<file path="config.mk">
export PLATFORM = sky130hd
export DESIGN_NAME = oric_tap_loader
export DESIGN_NICKNAME = d
export VERILOG_FILES = /design/src/rtl/oric_tap_pkg.sv /design/src/rtl/oric_tap_loader_fetcher.sv /design/src/rtl/oric_tap_loader.sv
export SDC_FILE = /design/constraint.sdc
export NUM_CORES = 1
export LEC_CHECK = 0
export CAP_MARGIN = 20
export CORE_MARGIN = 5
export CORE_UTILIZATION = 57
export DETAILED_ROUTE_END_ITERATION = 10
export GPL_TIMING_DRIVEN = 0
export PLACE_DENSITY = 0.91
export SYNTH_ARGS = -nofsm -noshare
export SYNTH_HDL_FRONTEND = slang
export SYNTH_SLANG_ARGS = --single-unit
</file>
<file path="constraint.sdc">
create_clock -name clk_48 -period 3.7 [get_ports clk_48]
set_clock_uncertainty 0.15 [all_clocks]
set_input_delay 0.74 -clock clk_48 [delete_from_list [all_inputs] [get_ports clk_48]]
set_output_delay 0.74 -clock clk_48 [all_outputs]
set_load 0.01 [all_outputs]
</file>
<file path="src/rtl/oric_tap_pkg.sv">
// Shared types and byte constants for the Oric .TAP fast loader.
package oric_tap_pkg;

  typedef enum logic [2:0] {IDLE, SYNC, HDR, NAME, DATA, DONE, ERR} state_t;

  localparam logic [7:0] SYNC_BYTE  = 8'h16;
  localparam logic [7:0] MARK_BYTE  = 8'h24;
  localparam int         HDR_LEN    = 9;
  localparam logic [7:0] TYPE_BASIC = 8'h00;
  localparam logic [7:0] TYPE_MC    = 8'h80;

endpackage

</file>
<file path="src/rtl/oric_tap_loader_fetcher.sv">
// Sequential byte reader for the tape cache: one read per byte, RD_LAT delay line,
// and an end-of-tape pulse instead of a read when the next byte lies past tape_end.
module tap_byte_fetcher #(
  parameter int AW     = 25,
  parameter int RD_LAT = 1
) (
  input  logic          clk_48,
  input  logic          reset,
  input  logic          fetch_start,
  input  logic          fetch_next,
  input  logic [AW-1:0] tape_end,
  output logic [AW-1:0] cache_addr,
  output logic          cache_rd,
  input  logic [7:0]    cache_data,
  output logic          byte_valid,
  output logic [7:0]    byte_data,
  output logic          eof
);

  logic [RD_LAT-1:0] pipe_r;
  logic [AW-1:0]     addr_r;
  logic              rd_r;
  logic              eof_r;
  logic [AW:0]       addr_inc_s;

  assign addr_inc_s = {1'b0, addr_r} + {{AW{1'b0}}, 1'b1};
  assign byte_valid = pipe_r[RD_LAT-1];
  assign byte_data  = cache_data;
  assign cache_addr = addr_r;
  assign cache_rd   = rd_r;
  assign eof        = eof_r;

  // Read issue, latency tracking and bound check; the next read is decided in the consume cycle.
  always_ff @(posedge clk_48) begin
    if (reset) begin
      pipe_r <= '0;
      addr_r <= '0;
      rd_r   <= 1'b0;
      eof_r  <= 1'b0;
    end else begin
      rd_r   <= 1'b0;
      eof_r  <= 1'b0;
      pipe_r <= (pipe_r << 1'b1) | RD_LAT'(rd_r);
      if (fetch_start) begin
        addr_r <= '0;
        rd_r   <= 1'b1;
      end else if (byte_valid) begin
        addr_r <= addr_inc_s[AW-1:0];
        if (fetch_next) begin
          if (addr_inc_s > {1'b0, tape_end}) begin
            eof_r <= 1'b1;
          end else begin
            rd_r <= 1'b1;
          end
        end
      end
    end
  end

endmodule

</file>
<file path="src/rtl/oric_tap_loader.sv">
// Oric .TAP parser: finds sync + header, skips the filename and streams the first
// program's data straight into main RAM, then reports load point and autorun.
module oric_tap_loader
  import oric_tap_pkg::*;
#(
  parameter int AW       = 25,
  parameter int MIN_SYNC = 3,
  parameter int NAME_MAX = 16,
  parameter int RD_LAT   = 1
) (
  input  logic          clk_48,
  input  logic          reset,
  input  logic          start,
  input  logic [AW-1:0] tape_end,
  output logic [AW-1:0] cache_addr,
  output logic          cache_rd,
  input  logic [7:0]    cache_data,
  output logic [15:0]   ram_addr,
  output logic [7:0]    ram_dout,
  output logic          ram_wr,
  output logic [15:0]   loadpoint,
  output logic          autorun,
  output logic          busy,
  output logic          complete,
  output logic          error
);

  localparam int SCW = $clog2(MIN_SYNC + 1);
  localparam int NCW = $clog2(NAME_MAX + 1);

  state_t          state_r;
  logic [SCW-1:0]  sync_cnt_r;
  logic [3:0]      hdr_idx_r;
  logic [NCW-1:0]  name_cnt_r;
  logic [15:0]     end_r;
  logic [15:0]     start_r;
  logic [15:0]     ptr_r;
  logic [16:0]     rem_r;
  logic            autorun_hdr_r;

  logic            fetch_start_s;
  logic            fetch_next_s;
  logic            byte_valid_s;
  logic [7:0]      byte_s;
  logic            eof_s;

  assign fetch_start_s = (state_r == IDLE) && start;

  tap_byte_fetcher #(.AW(AW), .RD_LAT(RD_LAT)) u_fetch (
    .clk_48     (clk_48),
    .reset      (reset),
    .fetch_start(fetch_start_s),
    .fetch_next (fetch_next_s),
    .tape_end   (tape_end),
    .cache_addr (cache_addr),
    .cache_rd   (cache_rd),
    .cache_data (cache_data),
    .byte_valid (byte_valid_s),
    .byte_data  (byte_s),
    .eof        (eof_s)
  );

  // Whether the parser still needs a byte after the one being consumed now.
  always_comb begin
    fetch_next_s = 1'b0;
    case (state_r)
      SYNC: fetch_next_s = 1'b1;
      HDR: begin
        if ((hdr_idx_r == 4'(HDR_LEN - 1)) && (end_r < start_r)) begin
          fetch_next_s = 1'b0;
        end else begin
          fetch_next_s = 1'b1;
        end
      end
      NAME: begin
        if ((byte_s != 8'h00) && (name_cnt_r == NCW'(NAME_MAX))) begin
          fetch_next_s = 1'b0;
        end else begin
          fetch_next_s = 1'b1;
        end
      end
      DATA: fetch_next_s = (rem_r > 17'd1);
      default: fetch_next_s = 1'b0;
    endcase
  end

  // Parser FSM and all registered outputs.
  always_ff @(posedge clk_48) begin
    if (reset) begin
      state_r       <= IDLE;
      sync_cnt_r    <= '0;
      hdr_idx_r     <= 4'd0;
      name_cnt_r    <= '0;
      end_r         <= 16'h0000;
      start_r       <= 16'h0000;
      ptr_r         <= 16'h0000;
      rem_r         <= 17'd0;
      autorun_hdr_r <= 1'b0;
      ram_addr      <= 16'h0000;
      ram_dout      <= 8'h00;
      ram_wr        <= 1'b0;
      loadpoint     <= 16'h0000;
      autorun       <= 1'b0;
      busy          <= 1'b0;
      complete      <= 1'b0;
      error         <= 1'b0;
    end else begin
      ram_wr <= 1'b0;
      case (state_r)
        IDLE: begin
          if (start) begin
            state_r    <= SYNC;
            sync_cnt_r <= '0;
            complete   <= 1'b0;
            error      <= 1'b0;
            busy       <= 1'b1;
          end
        end
        SYNC: begin
          if (eof_s) begin
            state_r <= ERR;
          end else if (byte_valid_s) begin
            if (byte_s == SYNC_BYTE) begin
              if (sync_cnt_r < SCW'(MIN_SYNC)) sync_cnt_r <= sync_cnt_r + SCW'(1);
            end else if ((byte_s == MARK_BYTE) && (sync_cnt_r >= SCW'(MIN_SYNC))) begin
              state_r    <= HDR;
              hdr_idx_r  <= 4'd0;
              sync_cnt_r <= '0;
            end else begin
              sync_cnt_r <= '0;
            end
          end
        end
        HDR: begin
          if (eof_s) begin
            state_r <= ERR;
          end else if (byte_valid_s) begin
            hdr_idx_r <= hdr_idx_r + 4'd1;
            case (hdr_idx_r)
              4'd3: autorun_hdr_r  <= (byte_s != 8'h00);
              4'd4: end_r[15:8]    <= byte_s;
              4'd5: end_r[7:0]     <= byte_s;
              4'd6: start_r[15:8]  <= byte_s;
              4'd7: start_r[7:0]   <= byte_s;
              4'd8: begin
                if (end_r < start_r) begin
                  state_r <= ERR;
                end else begin
                  state_r    <= NAME;
                  name_cnt_r <= '0;
                  ptr_r      <= start_r;
                  // 17-bit so a full 0000..FFFF image yields 65536
                  rem_r      <= {1'b0, end_r} - {1'b0, start_r} + 17'd1;
                end
              end
              default: ;
            endcase
          end
        end
        NAME: begin
          if (eof_s) begin
            state_r <= ERR;
          end else if (byte_valid_s) begin
            if (byte_s == 8'h00) begin
              state_r <= DATA;
            end else if (name_cnt_r == NCW'(NAME_MAX)) begin
              state_r <= ERR;
            end else begin
              name_cnt_r <= name_cnt_r + NCW'(1);
            end
          end
        end
        DATA: begin
          if (rem_r == 17'd0) begin
            state_r <= DONE;
          end else if (eof_s) begin
            state_r <= ERR;
          end else if (byte_valid_s) begin
            ram_addr <= ptr_r;
            ram_dout <= byte_s;
            ram_wr   <= 1'b1;
            ptr_r    <= ptr_r + 16'd1;
            rem_r    <= rem_r - 17'd1;
          end
        end
        DONE: begin
          complete  <= 1'b1;
          busy      <= 1'b0;
          loadpoint <= start_r;
          autorun   <= autorun_hdr_r;
          state_r   <= IDLE;
        end
        ERR: begin
          error    <= 1'b1;
          busy     <= 1'b0;
          complete <= 1'b0;
          state_r  <= IDLE;
        end
        default: state_r <= IDLE;
      endcase
    end
  end

endmodule

</file>
# After elaboration in Yosys (flattened, before gate mapping)

Cells that the tools add are included.

Flip-flop bits (word level): 153
Bits in latches: 0
Memory bits (writable): 0
ROM bits: 0
Output and inout bits: 71
Memories: 0

$add $sub $neg: 8
Multipliers: 0
Divide/modulo/power cells: 0
$lt $le $gt $ge: 5
Equal/unequal tests: 40
Shift-type cells: 0
Muxes and demuxes: 68
Bitwise gates (word level): 5
Reduce and logical (&&, ||, !) cells: 33

Operators with widths:

| operator                | count |
|---|---|
| $mux W17                | 7 |
| $mux W16                | 7 |
| $mux W3                 | 15 |
| $mux W5                 | 8 |
| $pmux W17 S2            | 1 |
| $pmux W16 S2            | 1 |
| $add A25 B1 Y26 const B | 1 |
| $gt A26 B25 Y1          | 1 |
| $mux W4                 | 6 |
| $ne A2 B2 Y1 const B    | 12 |
| $reduce_and A4 Y1       | 6 |
| $reduce_and A9 Y1       | 2 |
| $add A17 B1 Y17 const B | 1 |
| $gt A17 B1 Y1 const B   | 1 |
| $logic_not A17 Y1       | 1 |
| $sub A16 B16 Y17        | 1 |
| $sub A17 B1 Y17 const B | 1 |
| $add A16 B1 Y16 const B | 1 |
| $eq A4 B3 Y1 const B    | 4 |
| $lt A16 B16 Y1          | 1 |
| $pmux W3 S5             | 1 |
| $ne A3 B2 Y1 const B    | 4 |
| $reduce_bool A2 Y1      | 6 |
| $mux W1                 | 10 |
| other kinds (36)        | 60 |

# Logic depth before layout (Yosys ltp)

Gate-level depths: netlist of run 1.

Word-level depth: 7
Gate-level depth with buffers: 15
Gate-level depth less buffers: 14

# Hierarchy

Synthesis of run 1 repeated with hierarchy kept, for this count alone.

Cells, all modules: 1,232
Area total of the unflattened synthesis: 9,315.2 µm²

By module, submodules not included:

| module           | times used | cells each | area an instance (µm²) |
|---|---|---|---|
| oric_tap_loader  | 1          | 941        | 7,011.7 |
| tap_byte_fetcher | 1          | 291        | 2,303.5 |

# Worst setup path before layout of run 1

Ideal clock, no wire load.

Kind: reg-to-reg
Start point: register u_fetch.addr_r[0] (netlist: u_fetch.cache_addr[0])
End point: register u_fetch.rd_r (netlist: u_fetch.cache_rd)
Library setup time: 0.065 ns
Arrival time: 3.310 ns
Data required time: 3.485 ns
Setup slack: 0.175 ns
Cell stages (with the launch flop): 15
Period minus slack after synthesis: 3.525 ns
Cell sequence: dfxtp_1 -> ha_1 -> nand3_1 -> nor3_2 -> nand4_1 -> nor3_1 -> xor2_1 -> ha_1 -> and3_1 -> a221o_1 -> a31oi_1 -> nand3_1 -> o21ai_0 -> a21oi_1 -> nor2_1

Word-level cells in the longest chain between the ends: 6

Ends and longest elaborated chain:

| item                       | line                          | RTL |
|---|---|---|
| from (decl)                | oric_tap_loader_fetcher.sv:21 | `logic [AW-1:0] addr_r;` |
| from (signal assigned)     | oric_tap_loader_fetcher.sv:48 | `addr_r <= addr_inc_s[AW-1:0];` |
| $add A25 B1 Y26            | oric_tap_loader_fetcher.sv:26 | `assign addr_inc_s = {1'b0, addr_r} + {{AW{1'b0}}, 1'b1};` |
| net u_fetch.addr_inc_s[24] | oric_tap_loader_fetcher.sv:24 | `logic [AW:0] addr_inc_s;` |
| $gt A26 B25 Y1             | oric_tap_loader_fetcher.sv:50 | `if (addr_inc_s > {1'b0, tape_end}) begin` |
| $mux W1                    | oric_tap_loader_fetcher.sv:50 |  |
| $mux W1                    | oric_tap_loader_fetcher.sv:49 | `if (fetch_next) begin` |
| $mux W1                    | oric_tap_loader_fetcher.sv:47 | `end else if (byte_valid) begin` |
| $mux W1                    | oric_tap_loader_fetcher.sv:44 | `if (fetch_start) begin` |
| to (signal assigned)       | oric_tap_loader_fetcher.sv:41 | `rd_r <= 1'b0;` |
| to (signal assigned)       | oric_tap_loader_fetcher.sv:46 | `rd_r <= 1'b1;` |
| to (signal assigned)       | oric_tap_loader_fetcher.sv:53 | `rd_r <= 1'b1;` |
| to (decl)                  | oric_tap_loader_fetcher.sv:22 | `logic rd_r;` |

The timed path passes the listed nets, and every way through them passes these cells.
A chain may end at the register's enable or synchronous reset.

# Worst setup path in the final report of run 1

Start point: register u_fetch.addr_r[10] (netlist: u_fetch.cache_addr[10])
End point: register u_fetch.rd_r (netlist: u_fetch.cache_rd)

Same word-level chain as after synthesis.

==> results of run 1 <==
-- metrics by stage --
stage / setup slack (ps) / setup TNS [ps] / hold WS (ps)
CTS: 71.3 / 0 / 307
finish: 250 / 0 / 306
detailed placement: -527 / -959 / 299
global route: 4.16 / 0 / 324
floorplan: 175 / 0 / 282
global placement: -436 / -799 / 293
-- where the power goes --
part / total (W) / internal (W) / switching, W
Sequential: 0.00170 / 0.00167 / 0.0000343
Clock: 0.00183 / 0.00108 / 0.000748
Combinational: 0.000593 / 0.000204 / 0.000389
-- sequential cells by signal (all words and copies together), names as in the netlist, 2 cells and up --
name	count
u_fetch.cache_addr	25
ram_dout	8
end_r	16
ram_addr	16
start_r	16
ptr_r	16
name_cnt_r	5
hdr_idx_r	4
state_r	3
loadpoint	16
rem_r	17
sync_cnt_r	2
-- layout by cell type, fill, tap and decap left out, drive strengths merged, types with 9 or more instances in the layout --
cell type,n
nand2,190
dfxtp,153
a21oi,124
clkdlybuf4s50,102
nor2,98
clkbuf,72
ha,69
nand3,67
inv,67
o21ai,54
xor2,35
nor3,22
xnor2,21
and3,15
nand4,14
buf,14
a22oi,13
a211oi,11
o22ai,10
or3,9
nor3b,9
nor4,9
-- layer usage --
| metal | GRT usage, % | up-vias |
|---|---|---|
| li1 | - | 4430 |
| met2 | 48.8 | 620 |
| met3 | 8.33 | 121 |
| met5 | 0 | - |
| met4 | 11.6 | 0 |
| met1 | 40.3 | 4551 |
-- worst min path at each step --
stage	depth (start not counted)	startpoint	end	slack, ps
2_1_floorplan	2	autorun_hdr_r	autorun	280
3_3_place_gp	2	ram_addr[3]	ram_addr[3]	290
3_5_place_dp	2	ram_dout[6]	ram_dout[6]	300
4_1_cts	2	ram_dout[6]	ram_dout[6]	310
5_1_grt	2	end_r[6]	end_r[6]	320
6_report	2	ram_addr[6]	ram_addr[6]	310
-- logic make-up (layout without fill, tap and decap cells) --
logic type | Yosys count | in the layout
AO/OA/AOI/OAI | 286 | 286
multiplexers | 5 | 5
AND/OR/NAND/NOR | 484 | 484
buffers and inverters | 131 | 266
adder cells (fa/ha/maj) | 77 | 77
XOR/XNOR | 56 | 56
flip-flops | 153 | 153
-- cell type report --
type	count	area share (%)
multi-input combinational	908	50.9
sequential	153	27.3
timing repair buffer	105	9.29
clock buffer	19	3.94
buffer	64	2.47
tap	216	2.41
inverter	65	2.17
clock inverter	13	1.49
-- worst max-delay path: stages (launching register included) --
cell and delay, ps:
dfxtp_1 450, and4_1 310, and4_1 280, and3_2 260, nand4_1 130, xnor2_1 230
ha_1 290, and3_1 190, a221o_1 340, a31oi_1 210, nand3_1 120, o21ai_1 210
a21oi_1 100, nor2_1 110
-- repair_timing --
action,in CTS,in global routing
endpoints found under the setup margin,2,2
pin swaps,2,2
hold buffers,0,0
resized for setup,4,13
setup buffers,3,0
-- synth_stat cells (4+ instances only) --
library cell	instances	area (um^2)
a31oi_1	6	37.5
a2111oi_0	4	35.0
o21ai_0	54	270
nand3b_1	5	37.5
ha_1	69	863
clkbuf_1	54	203
nor3b_1	8	60.1
buf_6	4	45.0
o31ai_1	4	30.0
dfxtp_1	153	3060
and2_1	8	50.1
or3_1	9	56.3
a21o_1	7	52.6
nand4_1	14	87.6
and4_1	4	35.0
nand4b_1	5	43.8
nor2b_1	6	37.5
nand2b_1	8	50.1
nand2_1	190	713
o22ai_1	10	62.6
o211ai_1	5	37.5
nand3_1	67	335
and3_1	15	93.8
buf_2	5	25.0
fa_1	8	160
xor2_1	35	307
o21a_1	8	60.1
a22oi_1	13	97.6
nor3_1	20	100
a221oi_1	6	52.6
nor4_1	8	50.1
a211oi_2	6	75.1
nor2_1	98	368
a211oi_1	5	37.5
a21oi_1	124	621
inv_1	65	244
xnor2_1	21	184
==> flow_summary_export.csv, run 1 <==
group,metric,value,unit
status,status,"finished clean",
cells_and_area,syn2layout_area_growth,21.3,%
worst_setup_path,crit_fanout,5,
synthesis,synth_top_family_by_area,"simple AND/OR/NAND/NOR gates",
worst_setup_path,reg2reg_depth,13,
global_routing,grt_pass1_wl,46200,um
synthesis,syn-cell-area,9260,um^2
global_routing,grt_pass1_vias,9111,
synthesis,synthMuxAreaShare,0.567,%
global_routing,grt_max_degree,17,
synthesis,synthCells,1192,
placed_design,io_buffers,102,
floorplanning,die-area,18900,um^2
synthesis,synth_nets,1305,
worst_setup_path,r2r-start,"u_fetch.cache_addr[10]",
synthesis,synth-compound-area-share,19.6,%
floorplanning,fp.dieH,137,um
timing,period_share,93.2,%
timing,hold_viol,0,
timing,slew_headroom,37.2,%
cells_and_area,final_nets,1427,
worst_setup_path,crit_end,"u_fetch.cache_rd",
synthesis,yosys.area_share.xor_xnor,5.30,%
cells_and_area,fin_util,70.7,%
cells_and_area,ff_latch_area,3070,um^2
floorplanning,dieWidth,137,um
synthesis,syn_avg_cell_area,7.77,um^2
clock_network,clk_pin_slew_worst_paths,70,ps
pwr,power.total,0.00413,W
timing,fmax,290,MHz
synthesis,synth_edf_count,0,
detailed_routing,vias,9722,
synthesis,synthSimpleGateAreaFrac,24.7,%
pwr,leakagePower,4.18,nW
cells_and_area,fin_cells,1543,
timing,min_period,3450,ps
placed_design,dp_cells,1510,
placed_design,dp.final_hpwl,20800,um
detailed_routing,wl_met1,11100,um
timing,rsz0062_at_grt,"no",
job,maxCapViolCount,0,
worst_setup_path,startpoint,"u_fetch.cache_addr[10]",
cells_and_area,n_antenna_cell,0,
clock_network,cts_buffer_depth,2,
cells_and_area,fin_area,11200,um^2
global_routing,antenna_found_initial,0,
synthesis,synth_ff_type,"dfxtp_1",
worst_setup_path,end_kind,"flip-flop",
global_routing,grt_overflow,0,
detailed_routing,remaining_drc_errors,0,
worst_setup_path,worstReg2RegEnd,"u_fetch.cache_rd",
detailed_routing,drt-vias-per-instance,6.30,
detailed_routing,drt-pass1-iter-count,7,
detailed_routing,wl_per_cell,19.0,um
hold_path,hp-class,"reg -> reg",
clock_network,cts.sinks,153,
synthesis,synth_warnings,0,
clock_network,root_buffer,"clkbuf_16",
synthesis,synthAdderAreaFrac,11.1,%
pwr,irDropWorstVdd,372,uV
pwr,power_per_cell_area,368,nW/um^2
floorplanning,start_util,58.3,%
placed_design,gp_congestion,1.00,
detailed_routing,met2WireLength,13500,um
worst_setup_path,r2r_slack,250,ps
detailed_routing,highest_layer,"met4",
timing,final_max_slew_viol_count,0,
clock_network,h-tree-depth,4,
detailed_routing,met3_length,3500,um
clock_network,cts_tree,"built",
synthesis,seq_area_frac_synth,33.1,%
cells_and_area,multi_input_area,5720,um^2
clock_network,cts_made_buffers,17,
worst_setup_path,arrival,3670,ps
cells_and_area,layout-drive-gt1-share,6.25,%
floorplanning,core_region_area,15900,um^2
timing,worstMarginPinSlew,938,ps
floorplanning,num_rows,46,
detailed_routing,drtAntennaViolNets,0,
synthesis,yosysUniqueCellTypes,76,
detailed_routing,drtIter0Drc,1320,
worst_setup_path,worstPathRequired,3920,ps
global_routing,globalRouteTotalUtil,30.9,%
worst_setup_path,cp-start-kind,"flip-flop",
floorplanning,io_pins,107,
timing,setup_violations,0,
synthesis,synthArstFlopShare,0,%
cells_and_area,n_fill_cell,1205,
synthesis,yosys_register_bits,153,
detailed_routing,routed_wl,29200,um
placed_design,place_area,10600,um^2
clock_network,insertion_delay,440,ps
worst_setup_path,path_class,"reg -> reg",
No activity file was read; power rests on OpenSTA's default activity.
==> run 2, diff against run 1 <==
- CORE_UTILIZATION: 57 -> 62
- DONT_BUFFER_PORTS: unset -> 1
- PLACE_DENSITY: 0.91 -> 0.88
==> run 2 against run 1 <==
  * Routed wire length is 5.7% lower
  * Core utilization decreased by 1.3 points
  * Critical path type unchanged
  * Sequential share of layout area is 2.9 points higher
  * Sequential cell count is the same
  * Critical endpoint unchanged
==> flow_summary_export.csv, run 2 (same netlist as run 1, synthesis figures left out) <==
group,metric,value,unit
timing,rsz0062_at_grt,"yes",
pwr,switching_power,0.00119,W
global_routing,grt_overflow,0,
placed_design,post-place-ws,-599,ps
detailed_routing,wl_per_cell,19.5,um
timing,worstMarginPinSlew,882,ps
detailed_routing,drtAntennaViolNets,0,
placed_design,gp_congestion,1.00,
floorplanning,die-area,17500,um^2
detailed_routing,drt-pass1-iter-count,6,
worst_setup_path,crit_fanout,6,
clock_network,insertion_delay,440,ps
global_routing,globalRouteTotalUtil,30.1,%
floorplanning,io_pins,107,
worst_setup_path,cp-start-kind,"flip-flop",
pwr,leakagePower,3.80,nW
worst_setup_path,cpMostUsedCell,"nand3_1",
pwr,comb_power_share,13.3,%
worst_setup_path,end_kind,"flip-flop",
worst_setup_path,worst_path_max_delay_cell,"dfxtp_1",
floorplanning,start_util,63.5,%
pwr,switching_share,29.9,%
pwr,pwr-share-seq,42.9,%
floorplanning,core_region_area,14600,um^2
timing,min_period,3660,ps
worst_setup_path,worst_path_largest_cell_delay,410,ps
worst_setup_path,path_class,"reg -> reg",
clock_network,cts_tree,"built",
timing,final_max_slew_viol_count,0,
cells_and_area,largest_reg_flops,25,
worst_setup_path,crit_buf_inv,1,
hold_path,hp-class,"in -> reg",
cells_and_area,final_nets,1328,
timing,hold_viol,0,
global_routing,grt_pass1_wl,43300,um
pwr,p_int,0.00280,W
clock_network,cts_made_buffers,17,
floorplanning,num_rows,44,
timing,whs,280,ps
global_routing,grt_max_degree,17,
cells_and_area,layout_commonest_cell,"nand2_1",
pwr,power_per_cell_area,394,nW/um^2
job,maxCapViolCount,0,
clock_network,clk_pin_slew_worst_paths,70,ps
cells_and_area,n_antenna_cell,0,
clock_network,cts.sinks,153,
status,status,"finished clean",
detailed_routing,remaining_drc_errors,0,
timing,setup_slack,40.1,ps
timing,setup_violations,0,
cells_and_area,syn2layout_area_growth,9.40,%
worst_setup_path,crit_chain,"clkbuf_1 -> nand3_1 -> nor2_1 -> and3_1 -> and3_1 -> nand3_1 -> xnor2_1 -> ha_1 -> a21oi_1 -> o21ai_0 -> a22oi_1 -> nand3_1 -> o21ai_1 -> a21oi_1 -> nor2_1",
pwr,irDropWorstVdd,341,uV
cells_and_area,layout-drive-gt1-share,6.35,%
clock_network,h-tree-depth,4,
floorplanning,fp.dieH,132,um
pwr,p_clk_share,43.8,%
placed_design,io_buffers,0,
clock_network,cts_buffer_depth,2,
detailed_routing,drt-vias-per-instance,6.50,
timing,period_share,98.9,%
placed_design,dp.final_hpwl,19600,um
clock_network,root_buffer,"clkbuf_16",
detailed_routing,routed_wl,27600,um
detailed_routing,vias,9183,
timing,fin_tns_setup,0,ps
timing,slew_headroom,40.6,%
global_routing,grt_pass1_vias,8359,
floorplanning,dieWidth,132,um
timing,fmax,273,MHz
worst_setup_path,path_delay_family,"simple AND/OR/NAND/NOR gates",
worst_setup_path,worstPathRequired,3920,ps
cells_and_area,final_cell_mix,"nand2_1 (190), dfxtp_1 (151), a21oi_1 (124)",
worst_setup_path,arrival,3880,ps
detailed_routing,drtIter0Drc,1513,
global_routing,antenna_found_initial,0,
==> run 2: power groups by stage <==
stage | combinational, W | clock [W] | sequential (W)
2_1_floorplan | 0.000376 | 0 | 0.00173
3_3_place_gp | 0.000485 | 0 | 0.00174
3_5_place_dp | 0.000498 | 0 | 0.00174
4_1_cts | 0.000512 | 0.00173 | 0.00171
5_1_grt | 0.000572 | 0.00181 | 0.00171
6_report | 0.000529 | 0.00175 | 0.00171
==> run 2: routing by layer <==
metal  wire, um  track usage, %  share of wire (%)
met5          0               0                  0
met4        782            10.3                2.8
met3       3080            7.90                 11
met2      12700            47.0                 46
met1      11000            40.6                 40
==> run 2: worst register-to-register path: stages, from the launching register on <==
cell,delay (ps)
dfxtp_1,410
clkbuf_1,290
nand3_1,210
nor2_1,280
and3_1,270
and3_1,280
nand3_1,130
xnor2_1,160
ha_1,330
a21oi_1,140
o21ai_0,110
a22oi_1,170
nand3_1,140
o21ai_1,270
a21oi_1,140
nor2_1,130
==> run 2: final timing paths <==
path / depth (start not counted) / start / slack [ps] / end
setup / recovery: 15 / u_fetch.cache_addr[4] / 40 / u_fetch.cache_rd
hold / removal: 2 / cache_data[6] / 280 / ram_dout[6]
setup reg to reg: 15 / u_fetch.cache_addr[4] / 40 / u_fetch.cache_rd
hold reg to reg: 2 / start_r[4] / 320 / loadpoint[4]
==> run 2: timing repair <==
action | in CTS | in global routing
pin swaps | 1 | 2
buffers inserted | 1 | 3
gates resized for setup | 7 | 3
hold buffers | 0 | 0
setup endpoints to repair | 2 | 20
==> run 2: through the flow <==
stage | instances | util [%] | cell area, um^2 | power (W)
detailed placement | 1376 | 65.1 | 9490 | 0.00224
finish | 1412 | 69.5 | 10100 | 0.00399
CTS | 1409 | 69.2 | 10100 | 0.00395
floorplan | 1192 | - | 9260 | 0.00211
global route | 1412 | 69.5 | 10100 | 0.00410
global placement | 1376 | 65.1 | 9490 | 0.00223
==> run 2: area by class of cell <==
| class | count | area [um^2] |
|---|---|---|
| multi-input cells | 908 | 5700 |
| fillers | 1096 | 4460 |
| flip-flops and latches | 153 | 3070 |
| clock buffers | 19 | 443 |
| plain buffers | 66 | 287 |
| inverters | 65 | 244 |
| well taps | 184 | 230 |
| clock inverters | 13 | 134 |
| repair buffers | 4 | 30.0 |
==> run 3, diff against run 2 <==
- ABC_AREA: unset -> 0
- CORE_MARGIN: 5 -> unset
==> run 3 against run 2 <==
  * Sequential share of layout area fell by 0.083 points
  * Largest cell class unchanged
  * Hold slack better by 4.5 ps
  * Power is 0.73% higher
  * Count of clock-buffer cells in the layout is 1 lower
  * Sequential cell count unchanged
==> flow_summary_export.csv, run 3 (same netlist as run 1, synthesis figures left out) <==
group,metric,value,unit
floorplanning,die-area,15400,um^2
global_routing,grt_pass1_vias,8789,
global_routing,globalRouteTotalUtil,35.0,%
timing,setup_violations,0,
timing,fmax,280,MHz
cells_and_area,syn2layout_area_growth,9.79,%
clock_network,clk_pin_slew_worst_paths,70,ps
cells_and_area,n_antenna_cell,0,
detailed_routing,routed_wl,27900,um
worst_setup_path,end_kind,"flip-flop",
detailed_routing,drtAntennaViolNets,0,
cells_and_area,final_cell_mix,"nand2_1 (190), dfxtp_1 (151), a21oi_1 (124)",
pwr,irDropWorstVdd,422,uV
status,status,"finished clean",
pwr,power_per_cell_area,395,nW/um^2
detailed_routing,vias,9284,
floorplanning,fp.dieH,124,um
worst_setup_path,crit_buf_inv,1,
clock_network,holdBufCountCts,0,
floorplanning,num_rows,44,
clock_network,cts_buffer_depth,2,
detailed_routing,wl_per_cell,19.7,um
timing,min_period,3570,ps
global_routing,grt_overflow,0,
global_routing,grt_pass1_wl,43600,um
clock_network,cts_tree,"built",
timing,hold_viol,0,
timing,worstMarginPinSlew,908,ps
floorplanning,start_util,63.7,%
worst_setup_path,worst_path_largest_cell_delay,450,ps
placed_design,dp.final_hpwl,19400,um
detailed_routing,drtIter0Drc,1236,
timing,final_max_slew_viol_count,0,
pwr,leakagePower,3.83,nW
floorplanning,dieWidth,124,um
cells_and_area,fin_cells,1415,
job,maxCapViolCount,0,
floorplanning,core_region_area,14500,um^2
clock_network,h-tree-depth,4,
worst_setup_path,crit_chain,"ha_1 -> nand3_2 -> nor3_4 -> nand4_1 -> buf_4 -> nor2_1 -> xor2_1 -> ha_1 -> nand4_1 -> nor4_2 -> nand2b_1 -> a21oi_1 -> o21ai_1 -> a21oi_1 -> nor2_1",
detailed_routing,drt-pass1-iter-count,7,
clock_network,root_buffer,"clkbuf_16",
worst_setup_path,worst_path_max_delay_cell,"nor4_2",
cells_and_area,layout_commonest_cell,"nand2_1",
worst_setup_path,worstPathRequired,3850,ps
floorplanning,io_pins,107,
cells_and_area,final_nets,1331,
detailed_routing,remaining_drc_errors,0,
timing,slew_headroom,39.5,%
cells_and_area,largest_reg_flops,25,
worst_setup_path,path_class,"reg -> reg",
timing,fin_tns_setup,0,ps
clock_network,insertion_delay,440,ps
timing,whs,284,ps
cells_and_area,fin_area,10200,um^2
worst_setup_path,arrival,3720,ps
hold_path,hp-class,"in -> reg",
global_routing,antenna_found_initial,0,
detailed_routing,drt-vias-per-instance,6.56,
worst_setup_path,path_delay_family,"simple AND/OR/NAND/NOR gates",
cells_and_area,layout-drive-gt1-share,6.66,%
placed_design,gp_congestion,0.965,
worst_setup_path,cp-start-kind,"flip-flop",
placed_design,dp_cells,1376,
placed_design,place_area,9490,um^2
placed_design,io_buffers,0,
global_routing,grt_max_degree,17,
worst_setup_path,crit_fanout,7,
clock_network,cts.sinks,153,
clock_network,cts_made_buffers,17,
timing,period_share,96.5,%
[run 3: area by class of cell]
class / count / area, um^2
multi-input cells: 908 / 5700
fillers: 1108 / 4370
flip-flops and latches: 153 / 3070
clock buffers: 18 / 439
plain buffers: 66 / 288
inverters: 65 / 244
well taps: 184 / 230
clock inverters: 14 / 149
repair buffers: 7 / 52.6
[run 3: metal layers]
layer,global-route usage [%],part of all wire [%]
met5,0,0
met4,15.0,3.4
met3,10.1,11
met2,55.5,46
met1,44.3,40
[run 3: timing repair]
item	4_1_cts	5_1_grt
buffers inserted	2	5
hold endpoints to repair	0	0
setup endpoints to repair	2	21
pin swaps	2	2
gates resized for setup	5	7
[run 3: worst paths after layout]
| kind | cells past startpoint | startpoint | endpoint | slack (ps) |
|---|---|---|---|---|
| worst max-delay path | 15 | u_fetch.cache_addr[1] | u_fetch.cache_rd | 130 |
| worst min-delay path | 2 | cache_data[5] | ram_dout[5] | 280 |
| worst max register to register | 15 | u_fetch.cache_addr[1] | u_fetch.cache_rd | 130 |
| worst min register to register | 2 | rem_r[6] | rem_r[6] | 330 |
[run 3: worst reg2reg max path: stages, from the launching register on]
cell	delay [ps]
dfxtp_2	430
ha_1	260
nand3_2	180
nor3_4	230
nand4_1	190
buf_4	200
nor2_1	130
xor2_1	100
ha_1	340
nand4_1	190
nor4_2	450
nand2b_1	110
a21oi_1	160
o21ai_1	130
a21oi_1	150
nor2_1	60
[run 3: through the flow]
step	worst slack, ps	utilization, %	power, W
5_1_grt	-18.7	70.0	0.00412
6_report	130	70.0	0.00402
3_5_place_dp	-651	65.3	0.00224
4_1_cts	6.26	69.6	0.00397
2_1_floorplan	175	-	0.00211
3_3_place_gp	-520	65.3	0.00222
[run 3: power breakdown]
group          switching (W)  internal, W  total, W
Sequential         0.0000401      0.00167   0.00171
Combinational       0.000366     0.000164  0.000529
Clock               0.000804     0.000974   0.00178
Total                0.00121      0.00281   0.00402
